## src/rtl/zap_pkg.sv

```systemverilog
// zap_pkg
// Shared definitions for the Zapper hit-test sequencer: the FSM state
// encoding, bit positions inside the CPU status word, the default target
// index width and a helper that clamps the requested target count.
package zap_pkg;

    typedef enum logic [2:0] {
        ST_IDLE   = 3'd0,
        ST_ARM    = 3'd1,
        ST_BLANK  = 3'd2,
        ST_TARGET = 3'd3,
        ST_DONE   = 3'd4
    } state_t;

    localparam int STAT_VALID   = 0;
    localparam int STAT_HIT     = 1;
    localparam int STAT_IDX_LO  = 2;
    localparam int STAT_IDX_HI  = 3;
    localparam int STAT_CHEAT   = 4;
    localparam int STAT_TIMEOUT = 5;
    localparam int STAT_BUSY    = 6;

    localparam int TGT_IDX_W = 2;

    // Requests for more targets than the hardware scans are reduced to the maximum.
    function automatic logic [2:0] clamp_count(input logic [2:0] cnt, input logic [2:0] max_cnt);
        return (cnt > max_cnt) ? max_cnt : cnt;
    endfunction

endpackage

```

## src/rtl/zap_frame_watchdog.sv

```systemverilog
// zap_frame_watchdog
// Cycle counter that flags a stalled shot when no frame_start arrives in time.
// Ports:
//   clk, rst  - clock and synchronous active-high reset
//   clear     - reload the count to 0 (frame_start, or sequencer not active)
//   enable    - count this cycle (sequencer in ARM/BLANK/TARGET)
//   time_up   - count has reached TIMEOUT_CYCLES-1 while enabled
module zap_frame_watchdog #(
    parameter int TIMEOUT_CYCLES = 2000000
) (
    input  logic clk,
    input  logic rst,
    input  logic clear,
    input  logic enable,
    output logic time_up
);

    localparam int CW = (TIMEOUT_CYCLES > 2) ? $clog2(TIMEOUT_CYCLES) : 1;
    localparam logic [CW-1:0] LIMIT = CW'(TIMEOUT_CYCLES - 1);

    logic [CW-1:0] count;

    // The count saturates at LIMIT so it can never wrap back to an early value.
    always_ff @(posedge clk) begin
        if (rst || clear) begin
            count <= '0;
        end else if (enable && (count != LIMIT)) begin
            count <= count + CW'(1);
        end
    end

    assign time_up = enable && (count == LIMIT);

endmodule

```

## src/rtl/zap_frame_sequencer.sv

```systemverilog
// zap_frame_sequencer
// Runs the light-gun hit test: on a trigger edge it requests BLANK_FRAMES
// all-black frames, then one white-target frame per active target, sampling
// the photodiode to find which target (if any) was hit.
// Ports:
//   clk, rst      - clock and synchronous active-high reset
//   frame_start   - one-cycle pulse at the start of each video frame
//   trigger       - synchronized trigger level (edge-detected here)
//   sensor        - synchronized light-sensor level, 1 = light seen
//   target_count  - number of active targets, sampled at the trigger edge
//   ack           - CPU pulse that clears result_valid
//   blank_req     - draw an all-black frame
//   target_req    - draw only target target_sel in white
//   target_sel    - target drawn while target_req=1
//   busy          - shot sequence in progress
//   status        - {9'b0, busy, timeout, cheat, idx[1:0], hit, valid}
module zap_frame_sequencer
    import zap_pkg::*;
#(
    parameter int MAX_TARGETS    = 4,
    parameter int BLANK_FRAMES   = 1,
    parameter int TIMEOUT_CYCLES = 2000000
) (
    input  logic                 clk,
    input  logic                 rst,
    input  logic                 frame_start,
    input  logic                 trigger,
    input  logic                 sensor,
    input  logic [2:0]           target_count,
    input  logic                 ack,
    output logic                 blank_req,
    output logic                 target_req,
    output logic [TGT_IDX_W-1:0] target_sel,
    output logic                 busy,
    output logic [15:0]          status
);

    state_t     state;
    logic       trig_prev;
    logic       trig_armed;
    logic [2:0] cnt_q;
    logic [2:0] idx_q;
    logic [1:0] blank_cnt;
    logic       hit_latch;
    logic       res_valid;
    logic       res_hit;
    logic [1:0] res_idx;
    logic       res_cheat;
    logic       res_timeout;

    logic       trig_edge;
    logic [2:0] count_clamped;
    logic [2:0] idx_next;
    logic [1:0] blank_next;
    logic       seen;
    logic       active;
    logic       time_up;

    // trig_armed only sets once trigger has been seen low, so a trigger held
    // high through reset release cannot fire a shot.
    assign trig_edge     = trigger && !trig_prev && trig_armed;
    assign count_clamped = clamp_count(target_count, 3'(MAX_TARGETS));
    assign idx_next      = idx_q + 3'd1;
    assign blank_next    = blank_cnt + 2'd1;
    // A sensor pulse coincident with frame_start still belongs to the ending frame.
    assign seen          = hit_latch || sensor;
    assign active        = (state == ST_ARM) || (state == ST_BLANK) || (state == ST_TARGET);

    zap_frame_watchdog #(
        .TIMEOUT_CYCLES(TIMEOUT_CYCLES)
    ) u_watchdog (
        .clk    (clk),
        .rst    (rst),
        .clear  (frame_start || !active),
        .enable (active),
        .time_up(time_up)
    );

    // Sequencer FSM with registered draw requests and result fields; the
    // watchdog timeout overrides every other event in the active states.
    always_ff @(posedge clk) begin
        if (rst) begin
            state       <= ST_IDLE;
            trig_prev   <= 1'b0;
            trig_armed  <= 1'b0;
            cnt_q       <= '0;
            idx_q       <= '0;
            blank_cnt   <= '0;
            hit_latch   <= 1'b0;
            blank_req   <= 1'b0;
            target_req  <= 1'b0;
            target_sel  <= '0;
            busy        <= 1'b0;
            res_valid   <= 1'b0;
            res_hit     <= 1'b0;
            res_idx     <= '0;
            res_cheat   <= 1'b0;
            res_timeout <= 1'b0;
        end else begin
            trig_prev <= trigger;
            if (!trigger) begin
                trig_armed <= 1'b1;
            end

            if (time_up) begin
                state       <= ST_DONE;
                blank_req   <= 1'b0;
                target_req  <= 1'b0;
                target_sel  <= '0;
                busy        <= 1'b0;
                res_valid   <= 1'b1;
                res_timeout <= 1'b1;
                res_hit     <= 1'b0;
                res_idx     <= '0;
            end else begin
                case (state)
                    ST_IDLE: begin
                        if (trig_edge) begin
                            res_hit     <= 1'b0;
                            res_idx     <= '0;
                            res_cheat   <= 1'b0;
                            res_timeout <= 1'b0;
                            if (count_clamped != 3'd0) begin
                                cnt_q <= count_clamped;
                                state <= ST_ARM;
                                busy  <= 1'b1;
                            end else begin
                                state     <= ST_DONE;
                                res_valid <= 1'b1;
                            end
                        end
                    end
                    ST_ARM: begin
                        if (frame_start) begin
                            state     <= ST_BLANK;
                            blank_cnt <= '0;
                            blank_req <= 1'b1;
                        end
                    end
                    ST_BLANK: begin
                        if (sensor) begin
                            state     <= ST_DONE;
                            blank_req <= 1'b0;
                            busy      <= 1'b0;
                            res_valid <= 1'b1;
                            res_cheat <= 1'b1;
                            res_hit   <= 1'b0;
                        end else if (frame_start) begin
                            blank_cnt <= blank_next;
                            if (blank_next == 2'(BLANK_FRAMES)) begin
                                state      <= ST_TARGET;
                                idx_q      <= '0;
                                hit_latch  <= 1'b0;
                                blank_req  <= 1'b0;
                                target_req <= 1'b1;
                                target_sel <= '0;
                            end
                        end
                    end
                    ST_TARGET: begin
                        if (frame_start) begin
                            if (seen || (idx_next == cnt_q)) begin
                                state      <= ST_DONE;
                                target_req <= 1'b0;
                                target_sel <= '0;
                                busy       <= 1'b0;
                                res_valid  <= 1'b1;
                                res_hit    <= seen;
                                res_idx    <= seen ? idx_q[1:0] : 2'd0;
                            end else begin
                                idx_q      <= idx_next;
                                target_sel <= idx_next[TGT_IDX_W-1:0];
                                hit_latch  <= 1'b0;
                            end
                        end else begin
                            hit_latch <= seen;
                        end
                    end
                    ST_DONE: begin
                        if (ack) begin
                            state     <= ST_IDLE;
                            res_valid <= 1'b0;
                        end
                    end
                    default: state <= ST_IDLE;
                endcase
            end
        end
    end

    // The status word is a direct view of registered result and busy bits.
    always_comb begin
        status                          = '0;
        status[STAT_VALID]              = res_valid;
        status[STAT_HIT]                = res_hit;
        status[STAT_IDX_HI:STAT_IDX_LO] = res_idx;
        status[STAT_CHEAT]              = res_cheat;
        status[STAT_TIMEOUT]            = res_timeout;
        status[STAT_BUSY]               = busy;
    end

endmodule

```

## config.mk

```make
export PLATFORM = sky130hd
export DESIGN_NAME = zap_frame_sequencer
export DESIGN_NICKNAME = d
export VERILOG_FILES = /design/src/rtl/zap_pkg.sv /design/src/rtl/zap_frame_watchdog.sv /design/src/rtl/zap_frame_sequencer.sv
export SDC_FILE = /design/constraint.sdc
export NUM_CORES = 1
export LEC_CHECK = 0
export BUFFER_PORTS_ARGS = -buffer_cell sky130_fd_sc_hd__buf_4
export CORE_ASPECT_RATIO = 1.25
export CORE_UTILIZATION = 29
export CTS_CLUSTER_SIZE = 10
export DETAILED_ROUTE_END_ITERATION = 16
export PLACE_DENSITY_LB_ADDON = 0.08
export SLEW_MARGIN = 5
export SYNTH_ARGS = -nofsm -noshare
export SYNTH_HDL_FRONTEND = slang
export SYNTH_SLANG_ARGS = --single-unit
```

## constraint.sdc

```tcl
create_clock -name clk -period 4.2 [get_ports clk]
set_input_delay 0 -clock clk [delete_from_list [all_inputs] [get_ports clk]]
set_output_delay 0 -clock clk [all_outputs]
set_load 0.1 [all_outputs]
```

==> results.md, run 1 <==
* Reg clk slew, reported paths at 0.10 ns
* Vias at 2126
* Yosys cell types at 56
* Total track usage at 0.1479
* Total grt overflow at 0
* Worst Skew at 0.01290 ns
* Fmax at 435.1 MHz
* Setup CP Type: reg -> reg
* Crit. End Element: register
* Ant diodes at 0
* Top-area cell type share of the netlist area at 0.3684
* DRT Wirelength at 6.148 mm
* Area Overhead vs Synth at 10.81%
* Buf+Inv Stages, Crit Path at 0
* Largest net degree at the start of global routing at 21
* Top-count cell post-synth: dfxtp_1
* Tcrit/Tclk final at 0.5472
* DR WL/cell at 14.89 um
* Main synth FF type: dfxtp_1
* Setup TNS at 0 ns
* Startpoint Class: register
* Rows at 37
* Worst EP required at 4.38 ns
* Mean area per synthesized cell at 8.305 sq um
* Status: finished, final reports clean
* Static Leakage at 0.9234 nW
* CTS tree: done
* # resized after CTS at 0
* Postcts setup bufs at 0
* Area of the multi-input gates at 1413 sq um
* Top post-synthesis cells by area: dfxtp_1, buf_4, nor2_1
* Final slew viol count at 0
* Top post-synthesis cells by count: dfxtp_1, nor2_1, nand2_1
* Routability cong. at 0.7436
* Final setup margin at 1.902 ns
* First-pass GRT wire length at 10.42 mm
* Total clock sinks at 46
* PD cells at 423.2 nW/um^2
* Slowest cell on crit path: a31oi_1
* Port bufs at 20
* Non-Filler Instances at 413
* Initial Util at 0.3017
* Cells after synthesis at 301
* Vias per inst at 5.148
* Syn Std Cell Area at 2500 sq um
* Initial DRC count at 88
* Layout cells sized above 1 at 0.1234
* WP data arrival at 2.48 ns
* Fillers at 880
* Maxcap violations at 0
* Sequential Area at 920.9 sq um
* Layout net count at 327
* Crit-path leading delay family: compound AO/OA/AOI/OAI gates
* Die Ht at 105.8 um
* Clock root cell: clkbuf_8
* DR DRC count at 0
* Total power at 1.172 mW
* Hold Crit Class: in -> reg
* Peak VDD IR at 126.7 uV
* CTS max path bufs at 2
* CP Max Fanout at 7
* Synth area leader: dfxtp_1
* Setup-failing EPs final at 0
* Core Area at 8287 sq um
* Number of H-tree levels at 2
* Post-synthesis sequential area ratio at 0.3684
* Number of global-route vias before repair at 2035
* Worst relative slew slack at 0.3647
* Die area at 8998 sq um
* Num CTS Buffers at 5
* Setup WS pre-CTS at 1.931 ns
* Max stage delay on crit path at 0.56 ns
* Worst skew pair latency at 0.31 ns
* Die Width at 85.05 um
* Flops & latches, synth at 46
* RSZ-0062 raised after global routing: false
* Tmin final at 2.298 ns
* Post-synth ARST share at 0
* TritonRoute pass-1 iters at 4
* Hpwl dp at 4.474 mm
* Placed cell count at 401
* R2R Setup Slk at 1.90 ns
* Top Ports at 30
* Post-DRT Antenna Nets at 0
* Post-synth EDFFs at 0
* Fin. Hold Viols at 0
* Minimum hold slack at 0.02456 ns
* Initial antenna violation count at 0
* Post-CTS Hold Fix Bufs at 4
* Warnings, synthesis at 0
* Worst slew pin tran at 0.9457 ns
* Worst-path cell chain: ha_1 > xnor3_2 > a31oi_1 > nor2_1 > nor3_1 > o32ai_1
flip-flops by register name, indices dropped and copies added, names as in the netlist:
register / cells
trig_armed: 1
trig_prev: 1
idx_q: 3
res_hit: 1
res_timeout: 1
blank_req: 1
state: 3
target_req: 1
busy: 1
target_sel: 2
res_idx: 2
res_cheat: 1
cnt_q: 3
res_valid: 1
hit_latch: 1
u_watchdog.count: 21
blank_cnt: 2
cell type report:
| class | instances | area share |
|---|---|---|
| multi-input cells | 229 | 0.5099 |
| flip-flops and latches | 46 | 0.3324 |
| repair buffers | 24 | 0.06865 |
| well taps | 97 | 0.04381 |
| clock buffers | 7 | 0.03117 |
| inverters | 9 | 0.01220 |
| clock inverters | 1 | 0.001807 |
logic make-up (layout without fill, tap and decap cells):
family / Yosys count / in the layout / share of synthesized area
simple gates: 134 / 134 / 0.2858
compound gates: 67 / 67 / 0.1877
flops: 46 / 46 / 0.3684
buf+inv: 34 / 41 / 0.07858
xor+xnor: 14 / 14 / 0.05505
fa+ha+maj: 3 / 3 / 0.01502
mux: 2 / 2 / 0.008008
other cells: 1 / 9 / 0.001500
path summary, 6_finish.rpt:
path | start | cells past startpoint | to
worst min-delay path | rst | 2 | cnt_q[2]
worst max-delay path | idx_q[0] | 6 | idx_q[1]
worst min register to register | trig_armed | 2 | trig_armed
worst max register to register | idx_q[0] | 6 | idx_q[1]
report_power, final:
| group | leakage (nW) | switching, mW | internal [mW] |
|---|---|---|---|
| registers | 0.372 | 0.0449 | 0.458 |
| logic | 0.503 | 0.271 | 0.109 |
| clock network | 0.0482 | 0.157 | 0.133 |
stage by stage:
| stage | util | instance area, sq um |
|---|---|---|
| after floorplan | - | 2530 |
| after global placement | 0.3184 | 2639 |
| after detailed placement | 0.3184 | 2639 |
| after CTS | 0.3343 | 2770 |
| after global routing | 0.3343 | 2770 |
| final | 0.3343 | 2770 |
placed cells by master (no fill, tap or decap), types with 3 or more instances in the layout:
master          n
nand2b_1        8
ha_1            3
nand2_1        23
nor2b_1         6
clkbuf_8        6
nand3_1        19
dlygate4sd3_1   4
a22oi_1         3
conb_1          9
nand4_1         8
nor2_1         31
dfxtp_1        46
a21oi_1        22
nor3b_1         3
or3_1           5
or2_2           4
xnor2_1         6
a211oi_1        7
xor2_1          7
nor3_1         10
o311ai_0        3
o21ai_0         9
inv_1           9
buf_4          20
layer usage:
metal  track usage  up-vias  routed length (um)
li1              -     1099                   -
met1        0.1816      986                2770
met2        0.2488       32                3048
met3       0.02819        9                 165
met4       0.06538        0                 164
met5             0        -                   0
Note: power is estimated with default switching activity, not from simulation.
==> run 2: changes to the inputs <==
clock period = 2.07 ns   (was 4.2 ns; I/O delays follow)
==> results.md, run 2 (synthesized netlist as in run 1, its figures left out) <==
* Status: finished, final reports clean
* DR WL/cell at 14.47 um
* Setup WS pre-CTS at 0.1112 ns
* Die area at 8998 sq um
* Commonest non-fill, non-tap cell in the layout: buf_4
* Rows at 37
* Peak VDD IR at 249.3 uV
* Area Overhead vs Synth at 20.62%
* CTS tree: done
* Port bufs at 20
* RSZ-0062 raised after global routing: false
* First-pass GRT wire length at 10.58 mm
* Total track usage at 0.1511
* Hold Crit Class: in -> reg
* Fin. Hold Viols at 0
* Total grt overflow at 0
* Largest net degree at the start of global routing at 21
* Initial DRC count at 92
* TritonRoute pass-1 iters at 4
* Total clock sinks at 46
* Largest reg by FF count: u_watchdog.count
* Top Ports at 30
* R2R Setup Slk at 0.13 ns
* Tmin final at 1.941 ns
* Static Leakage at 1.077 nW
* Worst slew pin tran at 0.4932 ns
* Fmax at 515.3 MHz
* Routability cong. at 0.7455
* Max reg flops at 21
* PD cells at 822.8 nW/um^2
* Initial antenna violation count at 0
* Final setup margin at 0.1293 ns
* Worst skew pair latency at 0.30 ns
* Worst relative slew slack at 0.6627
* Die Width at 85.05 um
* Layout cells sized above 1 at 0.2052
* Worst Skew at 0.007055 ns
* Maxcap violations at 0
* DRT Wirelength at 6.408 mm
* Core Util, Final at 0.3639
* Total power at 2.481 mW
* CP Max Fanout at 4
* Number of global-route vias before repair at 2154
* WP data arrival at 2.18 ns
* Fillers at 890
* Num CTS Buffers at 5
* Crit. End Element: register
* Clock root cell: clkbuf_8
* Routed wl met2 at 3.343 mm
* M1 wire length at 2.829 mm
* Tcrit/Tclk final at 0.9375
* DR WL met3 at 138 um
* Layout net count at 358
* DR DRC count at 0
* Vias at 2234
* Die Ht at 105.8 um
* Core Area at 8287 sq um
* Setup-failing EPs final at 0
* Max layer used: met4
* Number of H-tree levels at 2
* Setup CP Type: reg -> reg
* Vias per inst at 5.043
* Hpwl dp at 4.918 mm
* Ant diodes at 0
* Most frequent cells in the layout: buf_4, dfxtp_1, nor2_1, nand2_1, a21oi_1
* Post-DRT Antenna Nets at 0
* Setup TNS at 0 ns
* Startpoint Class: register
* Initial Util at 0.3017
* Worst EP required at 2.31 ns
* Final slew viol count at 0
* Reg clk slew, reported paths at 0.09 ns
* CTS max path bufs at 2
## run 2: cell types whose count changed in the layout (fill, tap and decap cells not counted), sizes merged
cell | previous run | this run
buf | 20 | 51
clkinv | 1 | 0
## run 2: worst paths after layout
path	startpoint	to	depth (start not counted)
min	rst	idx_q[2]	2
max reg2reg	idx_q[1]	idx_q[2]	6
max	idx_q[1]	idx_q[2]	6
min reg2reg	target_sel[1]	target_sel[1]	2
## run 2: area by class of cell
class,count,area [sq um],share of cell area
clock buffers,7,76.32,0.02531
repair buffers,55,435.4,0.1444
well taps,97,121.4,0.04025
multi-input cells,229,1426,0.4730
inverters,9,33.78,0.01120
flip-flops and latches,46,922.1,0.3058
## run 2: per-stage QoR
stage	hold WS [ns]	cell area, sq um	cells
6_report	0.02808	3015	443
5_1_grt	0.03046	3015	443
4_1_cts	0.02873	3000	443
3_5_place_dp	0.2099	2884	432
3_3_place_gp	0.2048	2884	432
2_1_floorplan	0.09509	2530	309
## run 2: timing repair
action	CTS	global route
resized for setup	0	3
setup endpoints to repair	0	5
endpoints found under the hold margin	5	0
hold buffers	4	0
buffers inserted	0	0
## run 2: worst max-delay path, stage by stage (launching register included)
cell and delay (ns):
dfxtp_1 0.38, ha_1 0.21, xnor3_2 0.30, a311oi_4 0.37, nand2_1 0.09, or4_1 0.39
a21oi_1 0.14
## run 2: where the power goes
part	internal, mW	switching, mW
registers	0.930	0.0626
logic	0.349	0.606
clock network	0.233	0.300
## run 2: routing by layer
| layer | GRT usage | vias to the layer above |
|---|---|---|
| met1 | 0.1704 | 1035 |
| li1 | - | 1168 |
| met5 | 0 | - |
| met2 | 0.2846 | 24 |
| met4 | 0.04964 | 0 |
| met3 | 0.02349 | 7 |
